==> src/rtl/state_pkg.sv <==
// Player facing state (consumed by draw_player) and vertical motion state.
package state_pkg;
    typedef enum logic [1:0] {
        IDLE  = 2'd0,
        RIGHT = 2'd1,
        LEFT  = 2'd2
    } State;

    typedef enum logic [1:0] {
        GROUND = 2'd0,
        RISE   = 2'd1,
        FALL   = 2'd2
    } vstate_t;
endpackage

==> src/rtl/vga_pkg.sv <==
// Screen geometry shared by the VGA timing chain and the sprite logic.
package vga_pkg;
    localparam int HOR_PIXELS = 1024;
    localparam int SPRITE_W   = 40;
endpackage

==> src/rtl/btn_sync.sv <==
// Two-flop synchroniser for asynchronous button inputs.
module btn_sync #(
    parameter int W = 3
) (
    input  logic         clk,
    input  logic         rst,
    input  logic [W-1:0] d,
    output logic [W-1:0] q
);
    logic [W-1:0] meta;

    always_ff @(posedge clk) begin
        if (rst) begin
            meta <= '0;
            q    <= '0;
        end else begin
            meta <= d;
            q    <= meta;
        end
    end
endmodule

==> src/rtl/player_ctrl.sv <==
// Turns left/right/jump buttons into a clamped sprite position and facing state,
// updating once per frame on the rising edge of vblnk.
module player_ctrl
    import state_pkg::*;
#(
    parameter int X_START  = 0,
    parameter int X_MIN    = 0,
    parameter int X_MAX    = vga_pkg::HOR_PIXELS - vga_pkg::SPRITE_W,
    parameter int Y_GROUND = 420,
    parameter int STEP_X   = 4,
    parameter int JUMP_V0  = 12,
    parameter int GRAVITY  = 1,
    parameter int V_MAX    = 16
) (
    input  logic        clk,
    input  logic        rst,
    input  logic        vblnk,
    input  logic        btn_left,
    input  logic        btn_right,
    input  logic        btn_jump,
    output logic [11:0] player_xpos,
    output logic [11:0] player_ypos,
    output State        state,
    output logic        airborne
);
    localparam logic signed [12:0] STEP13 = 13'(STEP_X);
    localparam logic signed [12:0] XMIN13 = 13'(X_MIN);
    localparam logic signed [12:0] XMAX13 = 13'(X_MAX);
    localparam logic [12:0]        YG13   = 13'(Y_GROUND);
    localparam logic [7:0]         V0_8   = 8'(JUMP_V0);
    localparam logic [7:0]         GRAV8  = 8'(GRAVITY);
    localparam logic [8:0]         GRAV9  = 9'(GRAVITY);
    localparam logic [8:0]         VMAX9  = 9'(V_MAX);

    logic [2:0] btn_s;
    logic       left, right, jump;
    logic       vblnk_q, tick;

    vstate_t    vstate, vstate_nxt;
    logic [7:0] vel, vel_nxt;
    logic       jump_armed, armed_nxt;
    logic [11:0] x_nxt, y_nxt;
    State       state_nxt;

    logic signed [12:0] x_cur, x_tmp;
    logic [12:0] y_up, y_dn;
    logic [8:0]  v_sum;
    logic [7:0]  v_new;

    btn_sync #(.W(3)) u_sync (
        .clk (clk),
        .rst (rst),
        .d   ({btn_left, btn_right, btn_jump}),
        .q   (btn_s)
    );

    assign left  = btn_s[2];
    assign right = btn_s[1];
    assign jump  = btn_s[0];
    assign tick  = vblnk & ~vblnk_q;

    always_comb begin
        state_nxt = IDLE;
        x_nxt     = player_xpos;
        x_cur     = {1'b0, player_xpos};
        x_tmp     = x_cur;
        // 13-bit signed math so the clamp sees the value before any wrap
        if (left & ~right) begin
            state_nxt = LEFT;
            x_tmp     = x_cur - STEP13;
            x_nxt     = (x_tmp < XMIN13) ? XMIN13[11:0] : x_tmp[11:0];
        end else if (right & ~left) begin
            state_nxt = RIGHT;
            x_tmp     = x_cur + STEP13;
            x_nxt     = (x_tmp > XMAX13) ? XMAX13[11:0] : x_tmp[11:0];
        end
    end

    always_comb begin
        vstate_nxt = vstate;
        vel_nxt    = vel;
        armed_nxt  = jump_armed;
        y_nxt      = player_ypos;
        y_up       = {1'b0, player_ypos} - {5'b0, vel};
        v_sum      = {1'b0, vel} + GRAV9;
        v_new      = (v_sum > VMAX9) ? VMAX9[7:0] : v_sum[7:0];
        y_dn       = {1'b0, player_ypos} + {5'b0, v_new};
        case (vstate)
            GROUND: begin
                if (jump & jump_armed) begin
                    vstate_nxt = RISE;
                    vel_nxt    = V0_8;
                    armed_nxt  = 1'b0;
                end else if (~jump) begin
                    armed_nxt  = 1'b1;
                end
            end
            RISE: begin
                y_nxt = y_up[11:0];
                if (vel <= GRAV8) begin
                    vstate_nxt = FALL;
                    vel_nxt    = '0;
                end else begin
                    vel_nxt    = vel - GRAV8;
                end
                // Top-of-screen guard: never let ypos underflow
                if ({4'b0, vel} > player_ypos) begin
                    y_nxt      = '0;
                    vstate_nxt = FALL;
                    vel_nxt    = '0;
                end
            end
            FALL: begin
                if (y_dn >= YG13) begin
                    y_nxt      = YG13[11:0];
                    vel_nxt    = '0;
                    vstate_nxt = GROUND;
                end else begin
                    y_nxt      = y_dn[11:0];
                    vel_nxt    = v_new;
                end
            end
            default: vstate_nxt = GROUND;
        endcase
    end

    always_ff @(posedge clk) begin
        if (rst) begin
            vblnk_q     <= 1'b0;
            player_xpos <= 12'(X_START);
            player_ypos <= YG13[11:0];
            state       <= IDLE;
            airborne    <= 1'b0;
            vstate      <= GROUND;
            vel         <= '0;
            jump_armed  <= 1'b1;
        end else begin
            vblnk_q <= vblnk;
            if (tick) begin
                player_xpos <= x_nxt;
                player_ypos <= y_nxt;
                state       <= state_nxt;
                airborne    <= (vstate_nxt != GROUND);
                vstate      <= vstate_nxt;
                vel         <= vel_nxt;
                jump_armed  <= armed_nxt;
            end
        end
    end
endmodule

==> config.mk <==
export PLATFORM = sky130hd
export DESIGN_NAME = player_ctrl
export DESIGN_NICKNAME = d
export VERILOG_FILES = /design/src/rtl/state_pkg.sv /design/src/rtl/vga_pkg.sv /design/src/rtl/btn_sync.sv /design/src/rtl/player_ctrl.sv
export SDC_FILE = /design/constraint.sdc
export NUM_CORES = 1
export LEC_CHECK = 0
export BUFFER_PORTS_ARGS = -buffer_cell sky130_fd_sc_hd__buf_4
export CELL_PAD_IN_SITES_DETAIL_PLACEMENT = 1
export CELL_PAD_IN_SITES_GLOBAL_PLACEMENT = 2
export CORE_AREA = 2 2 111 113
export DETAILED_ROUTE_END_ITERATION = 7
export DIE_AREA = 0 0 113 115
export GPL_ROUTABILITY_DRIVEN = 0
export GPL_TIMING_DRIVEN = 0
export PLACE_DENSITY_LB_ADDON = 0.1
export SYNTH_ARGS = -nofsm -noshare
export SYNTH_HDL_FRONTEND = slang
export SYNTH_SLANG_ARGS = --single-unit
==> constraint.sdc <==
create_clock -name clk -period 3.39 [get_ports clk]
set_input_delay 0.339 -clock clk [delete_from_list [all_inputs] [get_ports clk]]
set_output_delay 0.339 -clock clk [all_outputs]
set_load 0.005 [all_outputs]
Word-level counts from Yosys, hierarchy flattened
Index checks and enable logic that the tools add are counted.
{ "totals": {"ff_bits": 45, "input_bits": 6, "output_inout_bits": 27, "elab_cells": 64} }
{ "op_classes": {"n_addsub": 6, "magnitude_cmp": 6, "eq_ne": 4, "mux": 22, "n_bitwise": 7, "n_reduce_logical": 9} }
{ "ops": {"columns": ["operator", "n"], "rows": [
  ["two-way mux 12 bit", 6],
  ["two-way mux 8 bit", 5],
  ["case mux 12 bit (2 select lines)", 1],
  ["case mux 8 bit (3 select lines)", 1],
  ["adder 12 x 3 -> 13 bit (second input constant)", 1],
  ["adder 12 x 8 -> 13 bit", 1],
  ["greater-or-equal comparator 13 x 9 -> 1 bit (second input constant)", 1],
  ["greater-than comparator 13 x 11 -> 1 bit (second input constant)", 1],
  ["less-than comparator 13 x 1 -> 1 bit (second input constant)", 1],
  ["subtractor 12 x 3 -> 13 bit (second input constant)", 1],
  ["greater-than comparator 8 x 12 -> 1 bit", 1],
  ["subtractor 12 x 8 -> 12 bit", 1],
  ["two-way mux 2 bit", 5],
  ["adder 8 x 1 -> 9 bit (second input constant)", 1],
  ["greater-than comparator 9 x 5 -> 1 bit (second input constant)", 1],
  ["less-or-equal comparator 8 x 1 -> 1 bit (second input constant)", 1],
  ["subtractor 8 x 1 -> 8 bit (second input constant)", 1],
  ["case mux 2 bit (3 select lines)", 1],
  ["AND reduction 3 bit", 2],
  ["nonzero test 2 bit", 3],
  ["bitwise AND 1 bit", 4],
  ["inequality test 2 bit (second input constant)", 2],
  ["AND reduction 2 bit", 2],
  ["two-way mux 1 bit", 3],
  ["5 further kinds", 7]
]} }

Longest topological paths before layout
Gate-level depths: netlist (run 1).
{ "logic_depth": {"ltp_word": 8, "ltp_mapped": 20, "depth_no_buf": 17} }

Cells and area by module
A second synthesis (run 1) with hierarchy kept.
{ "unflattened": {"cells_unflattened": 521, "hier_area_um2": 3897.5} }
{ "by_module_without_submodules": {"columns": ["module", "n_inst", "cells_per_inst", "area_each_um2", "seq_area_each_um2"], "rows": [
  ["player_ctrl", 1, 509, 3739.8, 740.7],
  ["btn_sync", 1, 12, 157.7, 120.1]
]} }

Worst setup path before layout (run 1)
Ideal clock, no wire load.
{ "synth_path": {"path_kind": "register -> register", "from": "register vel[0]", "to": "register airborne", "setup_ns": 0.137, "arrival_ns": 3.562, "t_required_ns": 3.253, "path_slack_ns": -0.309, "path_stages_with_launch": 19, "path_buffers": 1, "synth_period_minus_slack_ns": 3.699, "path_cell_list": "dfxtp_1 > and3_1 > clkbuf_1 > nand3_1 > mux2i_1 > nand2_1 > nor2_1 > and2_1 > ha_1 > inv_1 > fa_1 > nand2b_1 > a21oi_1 > o41ai_4 > a31oi_1 > nor2_1 > a21boi_2 > o311ai_1 > a31oi_1"} }
{ "synth_via": {"elab_chain_len": 8, "word_cells_on_any_way": 12, "cone_classes": "add/sub (2); order compare (4); mux (5); reduce/logical (1)"} }
{ "synth_rtl": {"columns": ["item", "line_no", "source"], "rows": [
  ["start, declared", "player_ctrl.sv:40", "logic [7:0] vel, vel_nxt;"],
  ["start signal, assigned", "player_ctrl.sv:145", "vel <= vel_nxt;"],
  ["adder 8 x 1 -> 9 bit", "player_ctrl.sv:85", "v_sum = {1'b0, vel} + GRAV9;"],
  ["greater-than comparator 9 x 5 -> 1 bit", "player_ctrl.sv:86", "v_new = (v_sum > VMAX9) ? VMAX9[7:0] : v_sum[7:0];"],
  ["two-way mux 8 bit", "player_ctrl.sv:86", null],
  ["adder 12 x 8 -> 13 bit", "player_ctrl.sv:87", "y_dn = {1'b0, player_ypos} + {5'b0, v_new};"],
  ["greater-or-equal comparator 13 x 9 -> 1 bit", "player_ctrl.sv:114", "if (y_dn >= YG13) begin"],
  ["two-way mux 2 bit", "player_ctrl.sv:114", null],
  ["case mux 2 bit (3 select lines) (*)", "player_ctrl.sv:88", "case (vstate)"],
  ["nonzero test 2 bit (*)", "player_ctrl.sv:143", "airborne <= (vstate_nxt != GROUND);"],
  ["end signal, assigned", "player_ctrl.sv:143", null],
  ["end, declared", "player_ctrl.sv:24", "output logic airborne"]
]} }
Every way passes the cells marked *; elsewhere a longest branch is shown, timed or not.
A chain may end at the register's enable or synchronous reset.

Worst setup path after layout (run 1)
{ "layout_path": {"from": "register vel[1]", "to": "register airborne"} }
The elaborated chain is that of the path after synthesis.

==> flow_summary_export.csv, run 1 <==
group,metric,value,unit
hold_path,holdPathEnd,"u_sync.meta[1]",
power_and_ir_drop,vdd_drop_max,170,uV
worst_setup_path,crit_arrival,3.83,ns
synthesis,ys_seq_elements,43,
synthesis,syn_inst,498,
worst_setup_path,critPathMaxFanout,6,
grt,grt_pass1_vias,3931,
timing,hold_viol,0,
die,die_y,115,um
routing,viasPerCell,5.56,
routing,first_pass_iters,6,
synthesis,synthSimpleGateAreaFrac,27.6,%
worst_setup_path,crit_family,"compound AO/OA/AOI/OAI gates",
worst_setup_path,cp-startpoint,"vel[1]",
clocking,root_buffer,"clkbuf_16",
power_and_ir_drop,leakagePower,0.00187,uW
placement,dp_hpwl,9.46,mm
worst_setup_path,r2r_cells,20,
routing,detailroute.via_count,3982,
hold_path,min_path_cells,2,
timing,fin_skew,0.00603,ns
synthesis,async_flop_share,0,%
worst_setup_path,required,3.54,ns
synthesis,synth_compound_area_share,28.4,%
grt,grt_use_total,20.2,%
timing,min_period,3.68,ns
synthesis,synthAdderAreaFrac,10.9,%
timing,worstMarginPinSlew,0.764,ns
clocking,cts_tree,"built",
timing,finalWorstSetupSlack,-0.289,ns
die,core,11800,sq um
worst_setup_path,cp_cell_sequence,"and3_4 > nand3_2 > mux2i_2 > nand2_2 > nor2_4 > and2_4 > ha_4 > inv_2 > fa_2 > nand2b_4 > a21oi_4 > o41ai_4 > buf_6 > a31oi_4 > nor2_2 > a21boi_4 > buf_12 > buf_8 > o211ai_1 > a31oi_1",
timing,final-max-slew-violation-count,0,
synthesis,synth_area,3680,sq um
timing,fmax,272,MHz
timing,slew_headroom,49.1,%
placement,port_buffers,29,
grt,grt_pass1_wl,20.8,mm
die,die_w,113,um
worst_setup_path,end_kind,"register",
synthesis,synth_top_family_by_area,"compound AO/OA/AOI/OAI gates",
final_layout,nets,605,
hold_path,hp-class,"in -> reg",
routing,drt-initial-drc-count,178,
clocking,hold_buffers,0,
worst_setup_path,rr_endpoint,"airborne",
final_layout,fillers,1444,
worst_setup_path,slowest_stage,"dfxtp_4",
timing,finalSetupViolations,15,
synthesis,synth-main-ff-cell,"dfxtp_1",
worst_setup_path,worstSetupPathType,"reg -> reg",
worst_setup_path,cp.depth,20,
final_layout,area_growth,34.3,%
routing,routedWlPerCell,18.5,um
timing,post-route-period-util,109,%
worst_setup_path,reg2reg_from,"vel[1]",
synthesis,avgSynthCellArea,7.39,sq um
power_and_ir_drop,p_per_area,286,nW/um^2
die,fp.dieArea,13000,sq um
worst_setup_path,critical-path-max-stage-delay,0.41,ns
die,rows,40,
synthesis,synth-edff-count,0,
routing,wl,13.3,mm
clocking,numCtsBuffers,5,
routing,drc,4,
placement,dp_slack,-0.893,ns
synthesis,synth_mux_area_share,0.272,%
clocking,clk_path_buf_depth,2,
clocking,clk_latency,0.29,ns
timing,rsz0062_at_grt,"true",
die,initial_core_util,31.2,%
die,io_pins,33,
timing,setup_tns,-2.80,ns
clocking,path_clk_slew,0.07,ns
synthesis,synth_cell_types,71,
hold_path,hold_start,"btn_right",
final_layout,num_antenna_cells,0,
worst_setup_path,rrSetupSlack,-0.29,ns
run_status,status,"complete, but fails checks",
synthesis,synth-warning-count,0,
grt,antenna_found_initial,0,
grt,grt_max_degree,15,
worst_setup_path,path_buf_inv,4,
clocking,htreeDepth,2,
run_status,violations,"DRC, setup timing",
synthesis,ys_seq_area_share,23.4,%
routing,ant_nets,0,
grt,gr-total-overflow,0,
job,maxCapViolations,0,
synthesis,synth_xor_area_share,2.62,%
final_layout,drive_gt1_share,26.0,%
worst_setup_path,startpoint_type,"register",
timing,fin_hold_ws,0.261,ns
clocking,cts_sinks,43,
## per-layer routing
layer / wire (um) / GRT usage (%) / up-vias
met5: 0 / 0 / -
met4: 124 / 2.85 / 0
met3: 555 / 2.69 / 12
met2: 5930 / 31.5 / 72
met1: 6640 / 30.3 / 1953
li1: - / - / 1945
## worst max path at each step
stage,endpoint,slack [ns]
floorplan,airborne,-0.007
global placement,airborne,-0.80
detailed placement,airborne,-0.89
CTS,airborne,-0.28
global route,airborne,-0.47
finish,airborne,-0.29
## logic make-up (layout without fill, tap and decap cells)
group	count (synthesis)	in the layout
AO/OA/AOI/OAI	153	153
adder cells (fa/ha/maj)	31	31
buffers and inverters	58	125
other	1	5
AND/OR/NAND/NOR	200	200
flip-flops	43	43
multiplexers	1	1
XOR/XNOR	11	11
## what timing repair did
action                                  CTS  global route
setup buffers                            22            12
pin swaps                                28            34
gates cloned                              1             0
resized for setup                        42            42
endpoints found under the setup margin   17            20
## cell type report
cell class,count,area (sq um),share of cell area [%]
Inverter,30,116,2.35
Sequential cell,43,873,17.7
Multi-Input combinational cell,401,2970,60.0
Clock inverter,3,43.8,0.886
Buffer,25,128,2.58
Clock buffer,5,125,2.53
Tap cell,147,184,3.72
Timing Repair Buffer,62,509,10.3
## synth_stat cells (3+ instances only)
cell,instances,area [sq um]
dfxtp_1,43,861
xor2_1,3,26.3
clkbuf_1,16,60.1
a211oi_1,7,52.6
a21oi_1,36,180
a21o_1,5,37.5
and2_1,9,56.3
a211o_1,3,26.3
ha_1,29,363
nand3_1,18,90.1
xnor2_1,8,70.1
a31oi_1,9,56.3
nor2_1,43,161
nor3_1,16,80.1
buf_4,6,45.0
o22ai_1,6,37.5
inv_1,30,113
o221ai_1,3,26.3
nand2_1,51,191
nand4b_1,3,26.3
nor3b_1,4,30.0
nand2b_1,13,81.3
o211ai_1,6,45.0
and3_1,8,50.1
nor2b_1,14,87.6
a311oi_1,8,70.1
o21a_1,6,45.0
buf_2,4,20.0
o21ai_0,33,165
and4_1,3,26.3
## report_power, final
part | switching (uW) | leakage [uW] | internal, uW
clock | 228 | 0.0000838 | 348
combinational | 177 | 0.00144 | 126
sequential | 14.6 | 0.000352 | 519
total | 420 | 0.00187 | 993
## state kept, by name, summed over array words and instances, names as in the netlist
| register | count |
|---|---|
| jump_armed | 1 |
| state | 2 |
| vel | 8 |
| vblnk_q | 1 |
| player_xpos | 10 |
| vstate | 2 |
| player_ypos | 12 |
| u_sync.q | 3 |
| airborne | 1 |
| u_sync.meta | 3 |
## placed cells by master, fill, tap and decap left out, drive strengths merged, types with 4 or more instances in the layout
| cell | instances |
|---|---|
| a211oi | 7 |
| a21o | 5 |
| a21oi | 38 |
| a311oi | 9 |
| a31oi | 9 |
| and2 | 9 |
| and3 | 8 |
| buf | 73 |
| clkbuf | 19 |
| conb | 5 |
| dfxtp | 43 |
| ha | 29 |
| inv | 29 |
| nand2 | 51 |
| nand2b | 13 |
| nand3 | 18 |
| nor2 | 44 |
| nor2b | 14 |
| nor3 | 17 |
| nor3b | 4 |
| o211ai | 6 |
| o21a | 6 |
| o21ai | 35 |
| o221ai | 4 |
| o22ai | 6 |
| xnor2 | 8 |
## metrics by stage
stage          cells  cell area [sq um]  util, %  total power (uW)
2_1_floorplan    502               3750        -               721
3_3_place_gp     678               4160     35.2               792
3_5_place_dp     678               4160     35.2               798
4_1_cts          707               4690     39.7              1400
5_1_grt          716               4940     41.9              1480
6_report         716               4940     41.9              1410
Power figures use the tool's default switching activity.
==> inputs of run 2 (changes only) <==
--- a/config.mk
+++ b/config.mk
@@ -6,7 +6,7 @@
 export NUM_CORES = 1
 export LEC_CHECK = 0
 export BUFFER_PORTS_ARGS = -buffer_cell sky130_fd_sc_hd__buf_4
-export CELL_PAD_IN_SITES_DETAIL_PLACEMENT = 1
+export CELL_PAD_IN_SITES_DETAIL_PLACEMENT = 2
 export CELL_PAD_IN_SITES_GLOBAL_PLACEMENT = 2
 export CORE_AREA = 2 2 111 113
 export DETAILED_ROUTE_END_ITERATION = 7
==> run 2 against run 1 <==
The flow still finishes with violations (DRC, setup timing). Fmax fell by 1.8%. Critical path depth decreased by 1. Via count grew 1.0%. Global-route usage up 1.6 points. Register-to-register slack got worse by 0.07 ns. Clock-buffer cell count rose by 1.
==> flow_summary_export.csv, run 2 (synthesis results as in run 1) <==
group,metric,value,unit
power_and_ir_drop,vdd_drop_max,172,uV
final_layout,largest_register_ffs,12,
final_layout,area_growth,30.0,%
grt,grt_max_degree,14,
grt,grt_pass1_vias,4184,
final_layout,nets,604,
power_and_ir_drop,p_sw_share,31.6,%
timing,post-route-period-util,111,%
final_layout,layout_common_cells,"buf_4, nand2_1, dfxtp_1",
routing,drc,4,
job,maxCapViolations,0,
placement,dp.cells,678,
timing,worstMarginPinSlew,0.809,ns
run_status,violations,"DRC, setup timing",
grt,grt_pass1_wl,22.6,mm
worst_setup_path,worstSetupPathType,"reg -> reg",
worst_setup_path,startpoint_type,"register",
timing,final-max-slew-violation-count,0,
clocking,numCtsBuffers,5,
power_and_ir_drop,comb_power_share,22.0,%
clocking,clk_latency,0.29,ns
die,rows,40,
timing,fmax,267,MHz
clocking,cts_tree,"built",
placement,port_buffers,29,
placement,dp_hpwl,10.3,mm
timing,rsz0062_at_grt,"true",
timing,fin_hold_ws,0.258,ns
timing,finalWorstSetupSlack,-0.357,ns
worst_setup_path,critPathMaxFanout,6,
grt,antenna_found_initial,0,
timing,slew_headroom,46.1,%
final_layout,num_antenna_cells,0,
clocking,path_clk_slew,0.07,ns
power_and_ir_drop,p_per_area,277,nW/um^2
grt,grt_use_total,21.8,%
clocking,hold_buffers,0,
routing,detailroute.via_count,4023,
die,fp.dieArea,13000,sq um
final_layout,drive_gt1_share,24.5,%
power_and_ir_drop,p_sw,418,uW
timing,finalSetupViolations,16,
routing,ant_nets,0,
power_and_ir_drop,seqPwrFrac,40.3,%
final_layout,layout_commonest_cell,"buf_4",
timing,setup_tns,-4.49,ns
worst_setup_path,crit_arrival,3.95,ns
grt,gr-total-overflow,0,
power_and_ir_drop,p_int,906,uW
worst_setup_path,required,3.60,ns
worst_setup_path,end_kind,"register",
routing,routedWlPerCell,20.3,um
die,die_w,113,um
clocking,htreeDepth,2,
power_and_ir_drop,leakagePower,0.00184,uW
final_layout,reg_top3,"player_ypos x12, player_xpos x10, vel x8",
routing,drt-initial-drc-count,181,
final_layout,regMostFlops,"player_ypos",
die,die_y,115,um
die,core,11800,sq um
timing,hold_viol,0,
power_and_ir_drop,clock_power_share,37.8,%
clocking,cts_sinks,43,
die,io_pins,33,
clocking,root_buffer,"clkbuf_16",
final_layout,fin_cells,715,
timing,min_period,3.75,ns
timing,fin_skew,0.00384,ns
routing,first_pass_iters,6,
routing,viasPerCell,5.63,
routing,wl,14.5,mm
die,initial_core_util,31.2,%
run_status,status,"complete, but fails checks",
hold_path,hp-class,"in -> reg",
clocking,clk_path_buf_depth,2,
## run 2: cell count changes in the layout (fill, tap and decap cells not counted), moves of 2 or more
cell     change
nand3_2      -2
and2_4       +2
inv_2        +2
nor2_2       +2
o21ai_1      +2
nand3_1      +2
a21oi_4      -2
o21ai_0      -2
## run 2: worst paths after layout
kind                        from              to  slack, ns  depth (start not counted)
setup / recovery          vel[1]  player_ypos[1]      -0.36                         19
hold / removal         btn_right  u_sync.meta[1]       0.26                          2
setup reg to reg          vel[1]  player_ypos[1]      -0.36                         19
hold reg to reg   u_sync.meta[1]     u_sync.q[1]       0.45                          1
## run 2: final cells by class
type	instances	area (sq um)
inverter	30	113
buffer	25	124
sequential	43	876
tap	147	184
timing repair buffer	61	494
fill	1376	7020
clock inverter	2	12.5
clock buffer	6	129
multi-input combinational	401	2860
## run 2: metrics by stage
step                worst slack (ns)  instance area, sq um  utilization (%)  total power (uW)
floorplan                   -0.00743                  3750                -               721
global placement              -0.804                  4160             35.2               792
detailed placement            -0.860                  4160             35.2               804
CTS                           -0.371                  4530             38.3              1320
global route                  -0.552                  4790             40.5              1390
finish                        -0.357                  4790             40.5              1320
## run 2: layer usage
metal  track usage, %  wire [um]  vias to the layer above
met5                0          0                        -
met4             2.93         90                        0
met3             2.58        358                       10
met2             36.8       6890                       50
met1             30.8       7170                     2029
li1                 -          -                     1934
## run 2: timing repair
item,CTS,global route
pin swaps,27,35
endpoints found under the setup margin,17,22
gates cloned,1,0
buffers inserted,15,17
gates resized for setup,39,32
## run 2: power by group through the flow
stage	registers (uW)	logic, uW	clock network, uW
6_report	534	291	500
5_1_grt	536	321	529
4_1_cts	535	272	511
3_5_place_dp	546	258	0
3_3_place_gp	545	248	0
2_1_floorplan	542	179	0
## run 2: critical path, cell delays in order, from the launching register on
cell and delay, ns:
dfxtp_4 0.38, and3_4 0.20, nand2_1 0.06, nand3_1 0.09, a222oi_1 0.50, nor2_4 0.11
and2_4 0.17, ha_4 0.15, inv_2 0.05, fa_2 0.19, nand2b_4 0.15, a21oi_4 0.08
o41ai_4 0.35, a31oi_2 0.19, nor2_2 0.19, a21boi_4 0.28, buf_6 0.18, buf_4 0.11
a21oi_2 0.04, a211oi_1 0.17
